==> config.mk <==
export PLATFORM = sky130hd
export DESIGN_NAME = conv_psum_wr
export DESIGN_NICKNAME = d
export VERILOG_FILES = /design/src/rtl/conv_pkg.sv /design/src/rtl/conv_sfifo.sv /design/src/rtl/conv_psum_wr.sv
export SDC_FILE = /design/constraint.sdc
export NUM_CORES = 2
export LEC_CHECK = 0
export CAP_MARGIN = 25
export CORE_MARGIN = 2
export CORE_UTILIZATION = 58
export CTS_BUF_LIST = sky130_fd_sc_hd__clkbuf_4 sky130_fd_sc_hd__clkbuf_8
export DETAILED_ROUTE_END_ITERATION = 16
export DONT_BUFFER_PORTS = 1
export GPL_TIMING_DRIVEN = 0
export PLACE_DENSITY = 0.76
export SYNTH_ARGS = -nofsm -noshare
export SYNTH_HDL_FRONTEND = slang
export SYNTH_SLANG_ARGS = --single-unit
==> constraint.sdc <==
create_clock -name clk -period 11.2 [get_ports clk]
set_input_delay 2.24 -clock clk [delete_from_list [all_inputs] [get_ports clk]]
set_output_delay 2.24 -clock clk [all_outputs]
set_load 0.01 [all_outputs]
==> src/rtl/conv_pkg.sv <==
// Shared conv accumulator definitions: default geometry and write-back FSM encoding.
package conv_pkg;

   localparam int unsigned AW_DEF = 11;
   localparam int unsigned DW_DEF = 22;
   localparam int unsigned DN_DEF = 6;
   localparam int unsigned FD_DEF = 16;
   localparam int unsigned SIZE_W = 8;
   localparam int unsigned WORD_W = DW_DEF * DN_DEF;

   typedef enum logic {
      ST_IDLE  = 1'b0,
      ST_WRITE = 1'b1
   } wr_state_e;

endpackage

==> src/rtl/conv_sfifo.sv <==
// Synchronous first-word-fall-through FIFO; head word is visible on data_o whenever not empty.
module conv_sfifo import conv_pkg::*; #(
   parameter int unsigned W  = WORD_W,
   parameter int unsigned FD = FD_DEF
) (
   input  logic                  clk,
   input  logic                  rst_n,
   input  logic                  push_i,
   input  logic                  pop_i,
   input  logic [W-1:0]          data_i,
   output logic [W-1:0]          data_o,
   output logic                  full_o,
   output logic                  empty_o,
   output logic [$clog2(FD):0]   level_o
);

   localparam int unsigned PW = $clog2(FD);
   localparam int unsigned LW = PW + 1;

   logic [W-1:0]  mem_q [FD];
   logic [PW-1:0] wr_ptr_q, wr_ptr_d;
   logic [PW-1:0] rd_ptr_q, rd_ptr_d;
   logic [LW-1:0] level_q, level_d;
   logic          do_push, do_pop;

   assign empty_o = (level_q == '0);
   assign full_o  = (level_q == LW'(FD));
   assign do_pop  = pop_i & ~empty_o;
   assign do_push = push_i & (~full_o | do_pop);

   // Mask the head so the port reads zero while nothing is stored.
   assign data_o  = empty_o ? '0 : mem_q[rd_ptr_q];
   assign level_o = level_q;

   always_comb begin
      wr_ptr_d = wr_ptr_q;
      rd_ptr_d = rd_ptr_q;
      level_d  = level_q;
      if (do_push) wr_ptr_d = wr_ptr_q + PW'(1);
      if (do_pop)  rd_ptr_d = rd_ptr_q + PW'(1);
      level_d = level_q + LW'(do_push) - LW'(do_pop);
   end

   always_ff @(posedge clk or negedge rst_n) begin
      if (!rst_n) begin
         wr_ptr_q <= '0;
         rd_ptr_q <= '0;
         level_q  <= '0;
      end else begin
         wr_ptr_q <= wr_ptr_d;
         rd_ptr_q <= rd_ptr_d;
         level_q  <= level_d;
      end
   end

   always_ff @(posedge clk) begin
      if (do_push) mem_q[wr_ptr_q] <= data_i;
   end

endmodule

==> src/rtl/conv_psum_wr.sv <==
// Partial-sum write-back: streams m_sum into the psum RAM from a commanded base address,
// and buffers the final-result stream toward the output DMA.
module conv_psum_wr import conv_pkg::*; #(
   parameter int unsigned AW = AW_DEF,
   parameter int unsigned DW = DW_DEF,
   parameter int unsigned DN = DN_DEF,
   parameter int unsigned FD = FD_DEF
) (
   input  logic                  clk,
   input  logic                  rst_n,
   input  logic                  start,
   input  logic [AW-1:0]         base,
   input  logic [SIZE_W-1:0]     size,
   input  logic [DW*DN-1:0]      m_sum,
   input  logic                  m_valid,
   input  logic [DW*DN-1:0]      s_sum,
   input  logic                  s_valid,
   output logic                  w_en,
   output logic [AW-1:0]         w_addr,
   output logic [DW*DN-1:0]      w_data,
   output logic                  wover,
   output logic                  busy,
   output logic [DW*DN-1:0]      out_data,
   output logic                  out_valid,
   input  logic                  out_ready,
   output logic [$clog2(FD):0]   fifo_level,
   input  logic                  err_clr,
   output logic                  err_seq,
   output logic                  err_ovf
);

   localparam int unsigned WW = DW * DN;

   wr_state_e         state_q, state_d;
   logic [AW-1:0]     addr_q, addr_d;
   logic [SIZE_W-1:0] rem_q, rem_d;
   logic              w_en_q, w_en_d;
   logic [AW-1:0]     w_addr_q, w_addr_d;
   logic [WW-1:0]     w_data_q, w_data_d;
   logic              wover_q, wover_d;
   logic              err_seq_q, err_seq_d;
   logic              err_ovf_q, err_ovf_d;
   logic              seq_set;
   logic              fifo_full, fifo_empty, fifo_push, fifo_pop, ovf_set;

   // Pass sequencing: address/count bookkeeping and registered RAM write port.
   always_comb begin
      state_d  = state_q;
      addr_d   = addr_q;
      rem_d    = rem_q;
      w_en_d   = 1'b0;
      w_addr_d = w_addr_q;
      w_data_d = w_data_q;
      wover_d  = 1'b0;
      seq_set  = 1'b0;
      unique case (state_q)
         ST_IDLE: begin
            if (start) begin
               if (size != '0) begin
                  addr_d  = base;
                  rem_d   = size;
                  state_d = ST_WRITE;
               end else begin
                  wover_d = 1'b1;
               end
            end
            if (m_valid) seq_set = 1'b1;
         end
         ST_WRITE: begin
            if (m_valid) begin
               w_en_d   = 1'b1;
               w_addr_d = addr_q;
               w_data_d = m_sum;
               addr_d   = addr_q + AW'(1);
               rem_d    = rem_q - SIZE_W'(1);
               if (rem_q == SIZE_W'(1)) begin
                  wover_d = 1'b1;
                  state_d = ST_IDLE;
               end
            end
            if (start) seq_set = 1'b1;
         end
         default: state_d = ST_IDLE;
      endcase
      err_seq_d = err_clr ? 1'b0 : (err_seq_q | seq_set);
      err_ovf_d = err_clr ? 1'b0 : (err_ovf_q | ovf_set);
   end

   always_ff @(posedge clk or negedge rst_n) begin
      if (!rst_n) begin
         state_q   <= ST_IDLE;
         addr_q    <= '0;
         rem_q     <= '0;
         w_en_q    <= 1'b0;
         w_addr_q  <= '0;
         w_data_q  <= '0;
         wover_q   <= 1'b0;
         err_seq_q <= 1'b0;
         err_ovf_q <= 1'b0;
      end else begin
         state_q   <= state_d;
         addr_q    <= addr_d;
         rem_q     <= rem_d;
         w_en_q    <= w_en_d;
         w_addr_q  <= w_addr_d;
         w_data_q  <= w_data_d;
         wover_q   <= wover_d;
         err_seq_q <= err_seq_d;
         err_ovf_q <= err_ovf_d;
      end
   end

   assign w_en    = w_en_q;
   assign w_addr  = w_addr_q;
   assign w_data  = w_data_q;
   assign wover   = wover_q;
   assign busy    = (state_q == ST_WRITE);
   assign err_seq = err_seq_q;
   assign err_ovf = err_ovf_q;

   // A pop in the same cycle frees the slot, so a full FIFO still takes the incoming word.
   assign out_valid = ~fifo_empty;
   assign fifo_pop  = out_valid & out_ready;
   assign fifo_push = s_valid & (~fifo_full | fifo_pop);
   assign ovf_set   = s_valid & fifo_full & ~fifo_pop;

   conv_sfifo #(
      .W  (WW),
      .FD (FD)
   ) u_final_fifo (
      .clk     (clk),
      .rst_n   (rst_n),
      .push_i  (fifo_push),
      .pop_i   (fifo_pop),
      .data_i  (s_sum),
      .data_o  (out_data),
      .full_o  (fifo_full),
      .empty_o (fifo_empty),
      .level_o (fifo_level)
   );

endmodule

---- Yosys cells after proc, flatten, opt, wreduce, memory -nomap -nowiden ----
Memories as Yosys holds them, arrays and structs flattened.
Cells that the tools add are included.
word-level totals
  bits in registers ....................... 180
  memory bits (writable) .................. 2112
  input bits .............................. 290
  output and inout port bits .............. 286
  logic and storage cells ................. 69
  memories kept ........................... 1
memories
  memory              depth  width  rd ports  clocked after Yosys merged registers in  write ports  RTL line          text
  u_final_fifo.mem_q  16     132    1         0                                        1            conv_sfifo.sv:20  logic [W-1:0] mem_q [FD];
cells by class
  add/sub/neg operators ................... 6
  equality and inequality tests ........... 5
  multiplexer cells ....................... 27
  bitwise logic cells ..................... 14
  reductions and logical operators ........ 4
operators by type and width
  operator               count
  $mux 132               1
  $mux 11                3
  $mux 8                 3
  $pmux 11 s2            1
  $pmux 8 s2             1
  $mux 1                 15
  $add 11x1->11 const B  1
  $add 4x1->4 const B    2
  $eq 8x1->1 const B     1
  $reduce_bool 8->1      1
  $sub 8x1->8 const B    1
  $and 1x1->1            6
  $ne 2x2->1 const B     3
  $pmux 1 s2             3
  $add 5x1->5            1
  $eq 5x5->1 const B     1
  $logic_not 5->1        1
  $sub 5x1->5            1
  $not 1->1              4
  $or 1x1->1             4
  $reduce_and 3->1       1
  $reduce_and 2->1       1

---- Logic depth before layout (Yosys ltp) ----
  word-level depth ........................ 8
  gate-level depth with buffers ........... 13

---- Hierarchy ----
From an unflattened synthesis, not the netlist that was laid out.
unflattened totals
  cell total of the unflattened synthesis .. 4044
  area total of the unflattened synthesis .. 86733.2 µm²
by module, submodules not included
  module        instances  cells an instance  area an instance (µm²)  seq. area each (µm²)
  conv_sfifo    1          3275               79882.9                 63746.1
  conv_psum_wr  1          769                6850.3                  4179.0

---- Worst setup path before layout ----
OpenSTA, ideal clock, no wires.
  path type ............................... input -> register
  start point ............................. in out_ready
  end point ............................... mem u_final_fifo.mem_q[3][0] (netlist bit) (enable)
  setup time .............................. 784 ps
  arrival time ............................ 11953 ps
  required time ........................... 10416 ps
  slack ................................... -1537 ps
  stages .................................. 4
  cells stage by stage .................... nor2b_1 -> a31oi_1 -> nand2_1 -> nor3_1
on the way
  word-level cells in the longest chain between the ends .. 6
  elaborated cells between the ends (all ways) .. 8
RTL lines
  item                                              RTL line                               text
  from (decl)                                       conv_psum_wr.sv:25                     input logic out_ready,
  $and 1x1->1 *                                     conv_psum_wr.sv:123                    assign fifo_pop = out_valid & out_ready;
  $or 1x1->1 / $and 1x1->1 (equally long branches)  conv_psum_wr.sv:124, conv_sfifo.sv:28
  $and 1x1->1 / $or 1x1->1 (equally long branches)  conv_psum_wr.sv:124, conv_sfifo.sv:29
  $and 1x1->1 *                                     conv_sfifo.sv:29                       assign do_push = push_i & (~full_o | do_pop);
  named net u_final_fifo.do_push                    conv_sfifo.sv:24                       logic do_push, do_pop;
  $mux 1 *                                          conv_sfifo.sv:57                       if (do_push) mem_q[wr_ptr_q] <= data_i;
  $mux 1 (not written as such) *                    conv_sfifo.sv:57
  to (decl)                                         conv_sfifo.sv:20
Mark *: on every way through the listed nets, which the timed path passes. The rest lies on a longest branch.

---- Worst setup path in the final report ----
  start point ............................. reg u_final_fifo.level_q[2] (netlist: u_final_fifo.level_o[2])
  end point ............................... out out_data[94]
on the way
  word-level cells in the longest chain between the ends .. 2
RTL lines
  item                    RTL line            text
  from (decl)             conv_sfifo.sv:23    logic [LW-1:0] level_q, level_d;
  from (signal assigned)  conv_sfifo.sv:52    level_q <= level_d;
  $logic_not 5->1         conv_sfifo.sv:26    assign empty_o = (level_q == '0);
  $mux 132                conv_sfifo.sv:32    assign data_o = empty_o ? '0 : mem_q[rd_ptr_q];
  to (decl)               conv_psum_wr.sv:23  output logic [DW*DN-1:0] out_data,
Every way passes these cells.

==> flow_metrics.py <==
metrics = {
    "timing": {
        "finalSetupViolations": 0,
        "fin_worst_skew_ps": 56.7,
        "maxSlewHeadroom": 0.213,
        "grt_setup_unrepaired": "false",
        "max_freq_mhz": 139,
        "slew_limit_fails": 0,
        "final_min_period_over_clock_period": 0.640,
        "fin_setup_tns_ps": 0,
        "period_needed_ps": 7170,
        "worstMarginPinSlew_ps": 1180,
        "hold_viol_final": 0,
    },
    "synth": {
        "synth_xor_area_frac": 0.00102,
        "simple_logic_cell_fraction_of_the_synthesized_area": 0.00622,
        "synthMostInstantiatedCell": "sky130_fd_sc_hd__edfxtp_1",
        "synth_area_leader_cell": "sky130_fd_sc_hd__edfxtp_1",
        "postSynthNetCount": 3948,
        "post_synth.cell_area_avg_sq_um": 23.6,
        "netlist_instances": 3643,
        "yosys-top-cells-area": "sky130_fd_sc_hd__edfxtp_1 74%, sky130_fd_sc_hd__mux4_2 14%, sky130_fd_sc_hd__dfrtp_1 5.2%",
        "ys.warnings.count": 0,
        "synth-seq-cells": 2292,
        "ys_types": 49,
        "synth.yosys.seq_area_share": 0.789,
        "async_reset_ff_frac": 0.0785,
        "synth_enable_flop_cells": 2112,
        "largest_family_of_logic_cells_by_synthesized_area": "multiplexers",
        "synth.top_cells.by_count": "2112 x sky130_fd_sc_hd__edfxtp_1, 527 x sky130_fd_sc_hd__mux4_2, 180 x sky130_fd_sc_hd__dfrtp_1, 142 x sky130_fd_sc_hd__mux2_2, 132 x sky130_fd_sc_hd__a22o_1",
        "top_flip_flop_cell_by_instance_count_after_synthesis": "sky130_fd_sc_hd__edfxtp_1",
        "synth-compound-area-share": 0.0333,
        "post_synthesis_mux_area_share": 0.157,
        "synth_adder_area_share": 0.00227,
        "synth_largest_type_area_fraction": 0.737,
        "netlist_area_before_placement_sq_um": 86100,
    },
    "setup_path": {
        "crit_path_start_kind": "flip-flop",
        "cp_data_required_time_ps": 8960,
        "path_class": "flip-flop to primary output",
        "endpoint_kind": "primary output",
        "cp_max_fo": 10,
        "arrival_ps": 4930,
    },
    "clocking": {
        "post_cts_hold_buffer_count": 0,
        "clock-sinks": 2292,
        "clock_tree_from_tritoncts": "built",
        "cts.repair.resized": 0,
        "worst_skew_pair.late_latency_ps": 1050,
        "post-cts-setup-buffer-count": 0,
        "cts.htree.levels": 5,
        "cts_made_buffers": 363,
        "cts_root_buffer": "sky130_fd_sc_hd__clkbuf_8",
        "clockBufferDepth": 4,
        "cts.clk_slew.worst_paths_ps": 60,
    },
    "finish": {
        "area_of_the_multi_input_gates_sq_um": 17400,
        "fin_nets": 4450,
        "post_route_cells_drive_above_1_share": 0.331,
        "filler_cell_count": 8888,
        "area_growth_syn_to_layout_pct": 14.4,
        "seq_area_sq_um": 67900,
        "final_cell_count_no_fill": 6357,
        "layout.cell_area.non_filler_sq_um": 98500,
    },
    "die": {
        "die_w_microns": 389,
        "rows": 141,
        "ioPinCount": 576,
        "core_region_area_sq_um": 147000,
        "die-area_sq_um": 152000,
        "dieHeight_microns": 389,
        "initial_core_util": 0.584,
    },
    "global_routing": {
        "grt_start_max_net_pins": 181,
        "antenna_found_initial": 32,
        "globalRouteOverflowTotal": 0,
        "vias_in_the_first_global_route": 42800,
        "grt_first_pass_wirelength_mm": 314,
        "global_route.usage.total": 0.297,
    },
    "route": {
        "detail_route.first_pass.iterations": 6,
        "route.vias.total": 42500,
        "finalWirelength_mm": 224,
        "dr.first_iter.drc_count": 5442,
        "drc": 0,
        "via_per_instance_ratio": 6.68,
        "routedWlPerCell_microns": 35.2,
        "detail-route-antenna-nets": 0,
    },
    "placed_design": {
        "placed_area_sq_um": 91500,
        "numPlacedInstances": 5707,
        "gpl.final_weighted_congestion": 0.848,
        "post_detailed_placement_half_perimeter_wirelength_mm": 150,
        "port-buffer-count": 0,
    },
    "power_and_ir_drop": {
        "fin_total_pwr_mw": 25.7,
        "cellPowerDensity_nw_per_um2": 261,
        "vdd.ir_drop.worst_mv": 0.141,
        "total_leakage_power_nw": 31.9,
    },
    "min_path": {
        "hold_path_class": "flip-flop to flip-flop",
    },
    "status": {
        "run_status": "completed",
    },
    "job": {
        "maxCapViolCount": 0,
    },
}
==> layout make-up <==
class | count | area share
Tap cell | 1930 | 0.0245
Clock inverter | 144 | 0.00879
Clock buffer | 480 | 0.0609
Multi-Input combinational cell | 1130 | 0.177
Inverter | 18 | 0.000686
Buffer | 203 | 0.00886
Sequential cell | 2292 | 0.690
Timing Repair Buffer | 137 | 0.0292
Antenna cell | 23 | 0.000584
==> routing by layer <==
metal / vias up / wire [microns] / global-route usage
met5: - / 109 / 0
met4: 14 / 10100 / 0.134
met3: 459 / 27500 / 0.101
met2: 2895 / 110000 / 0.474
met1: 22300 / 76300 / 0.371
li1: 16800 / - / -
==> cells by family (layout without fill, tap and decap cells) <==
family                   after synthesis  after routing
AND/OR/NAND/NOR                      109            109
AO/OA/AOI/OAI                        319            319
flip-flops                          2292           2292
buffers and inverters                221            982
multiplexers                         677            677
other                                  0             23
XOR/XNOR                              10             10
adder cells (fa/ha/maj)               15             15
==> power by group <==
part           total (mW)  switching (mW)  internal, mW
Sequential           10.9           0.484          10.4
Clock                6.82            3.15          3.67
Combinational        8.04            4.77          3.28
Total                25.7            8.40          17.3
==> cells in the final DEF, fill, tap and decap left out, drive strengths merged, types with 27 or more instances in the layout <==
cell / count
mux2: 142
nand2: 27
nor2: 36
mux4: 527
dfrtp: 180
a22o: 132
a221o: 131
buf: 242
edfxtp: 2112
clkbuf: 578
clkinv: 127
==> worst paths after layout <==
path | from | to | slack (ps) | cells after the start
max in group asynchronous | rst_n | w_data[49]$_DFFE_PN0P_ | 9760 | 0
min in group asynchronous | rst_n | w_data[96]$_DFFE_PN0P_ | 910 | 0
min | addr_q[7]$_DFFE_PN0P_ | addr_q[7]$_DFFE_PN0P_ | 550 | 1
min reg2reg | addr_q[7]$_DFFE_PN0P_ | addr_q[7]$_DFFE_PN0P_ | 550 | 1
max reg2reg | u_final_fifo.level_o[2]$_DFF_PN0_ | u_final_fifo.mem_q[6][101]$_DFFE_PP_ | 7400 | 11
max | u_final_fifo.level_o[2]$_DFF_PN0_ | out_data[94] | 4030 | 9
==> sequential cells by signal, indices dropped and copies added (netlist names), 4 cells and up <==
name,flops
u_final_fifo.mem_q,2112
u_final_fifo.wr_ptr_q,4
u_final_fifo.level_o,5
w_addr,11
w_data,132
addr_q,11
u_final_fifo.rd_ptr_q,4
rem_q,8
==> critical path, stage by stage (launching register included) <==
cell,delay (ps)
sky130_fd_sc_hd__dfrtp_1,430
sky130_fd_sc_hd__inv_1,90
sky130_fd_sc_hd__ha_1,250
sky130_fd_sc_hd__nor4b_4,200
sky130_fd_sc_hd__nand2b_1,270
sky130_fd_sc_hd__nor2_1,570
sky130_fd_sc_hd__buf_6,250
sky130_fd_sc_hd__buf_2,610
sky130_fd_sc_hd__buf_1,710
sky130_fd_sc_hd__a221o_1,480
==> per-stage QoR <==
step            util  hold WS, ps  setup WS, ps
3_5_place_dp   0.620          535          5190
5_1_grt        0.668          584          4000
6_report       0.668          547          4030
3_3_place_gp   0.600          537         -5170
4_1_cts        0.667          549          4030
2_1_floorplan      -          492          2010
Note: power is estimated with default switching activity, not from simulation.
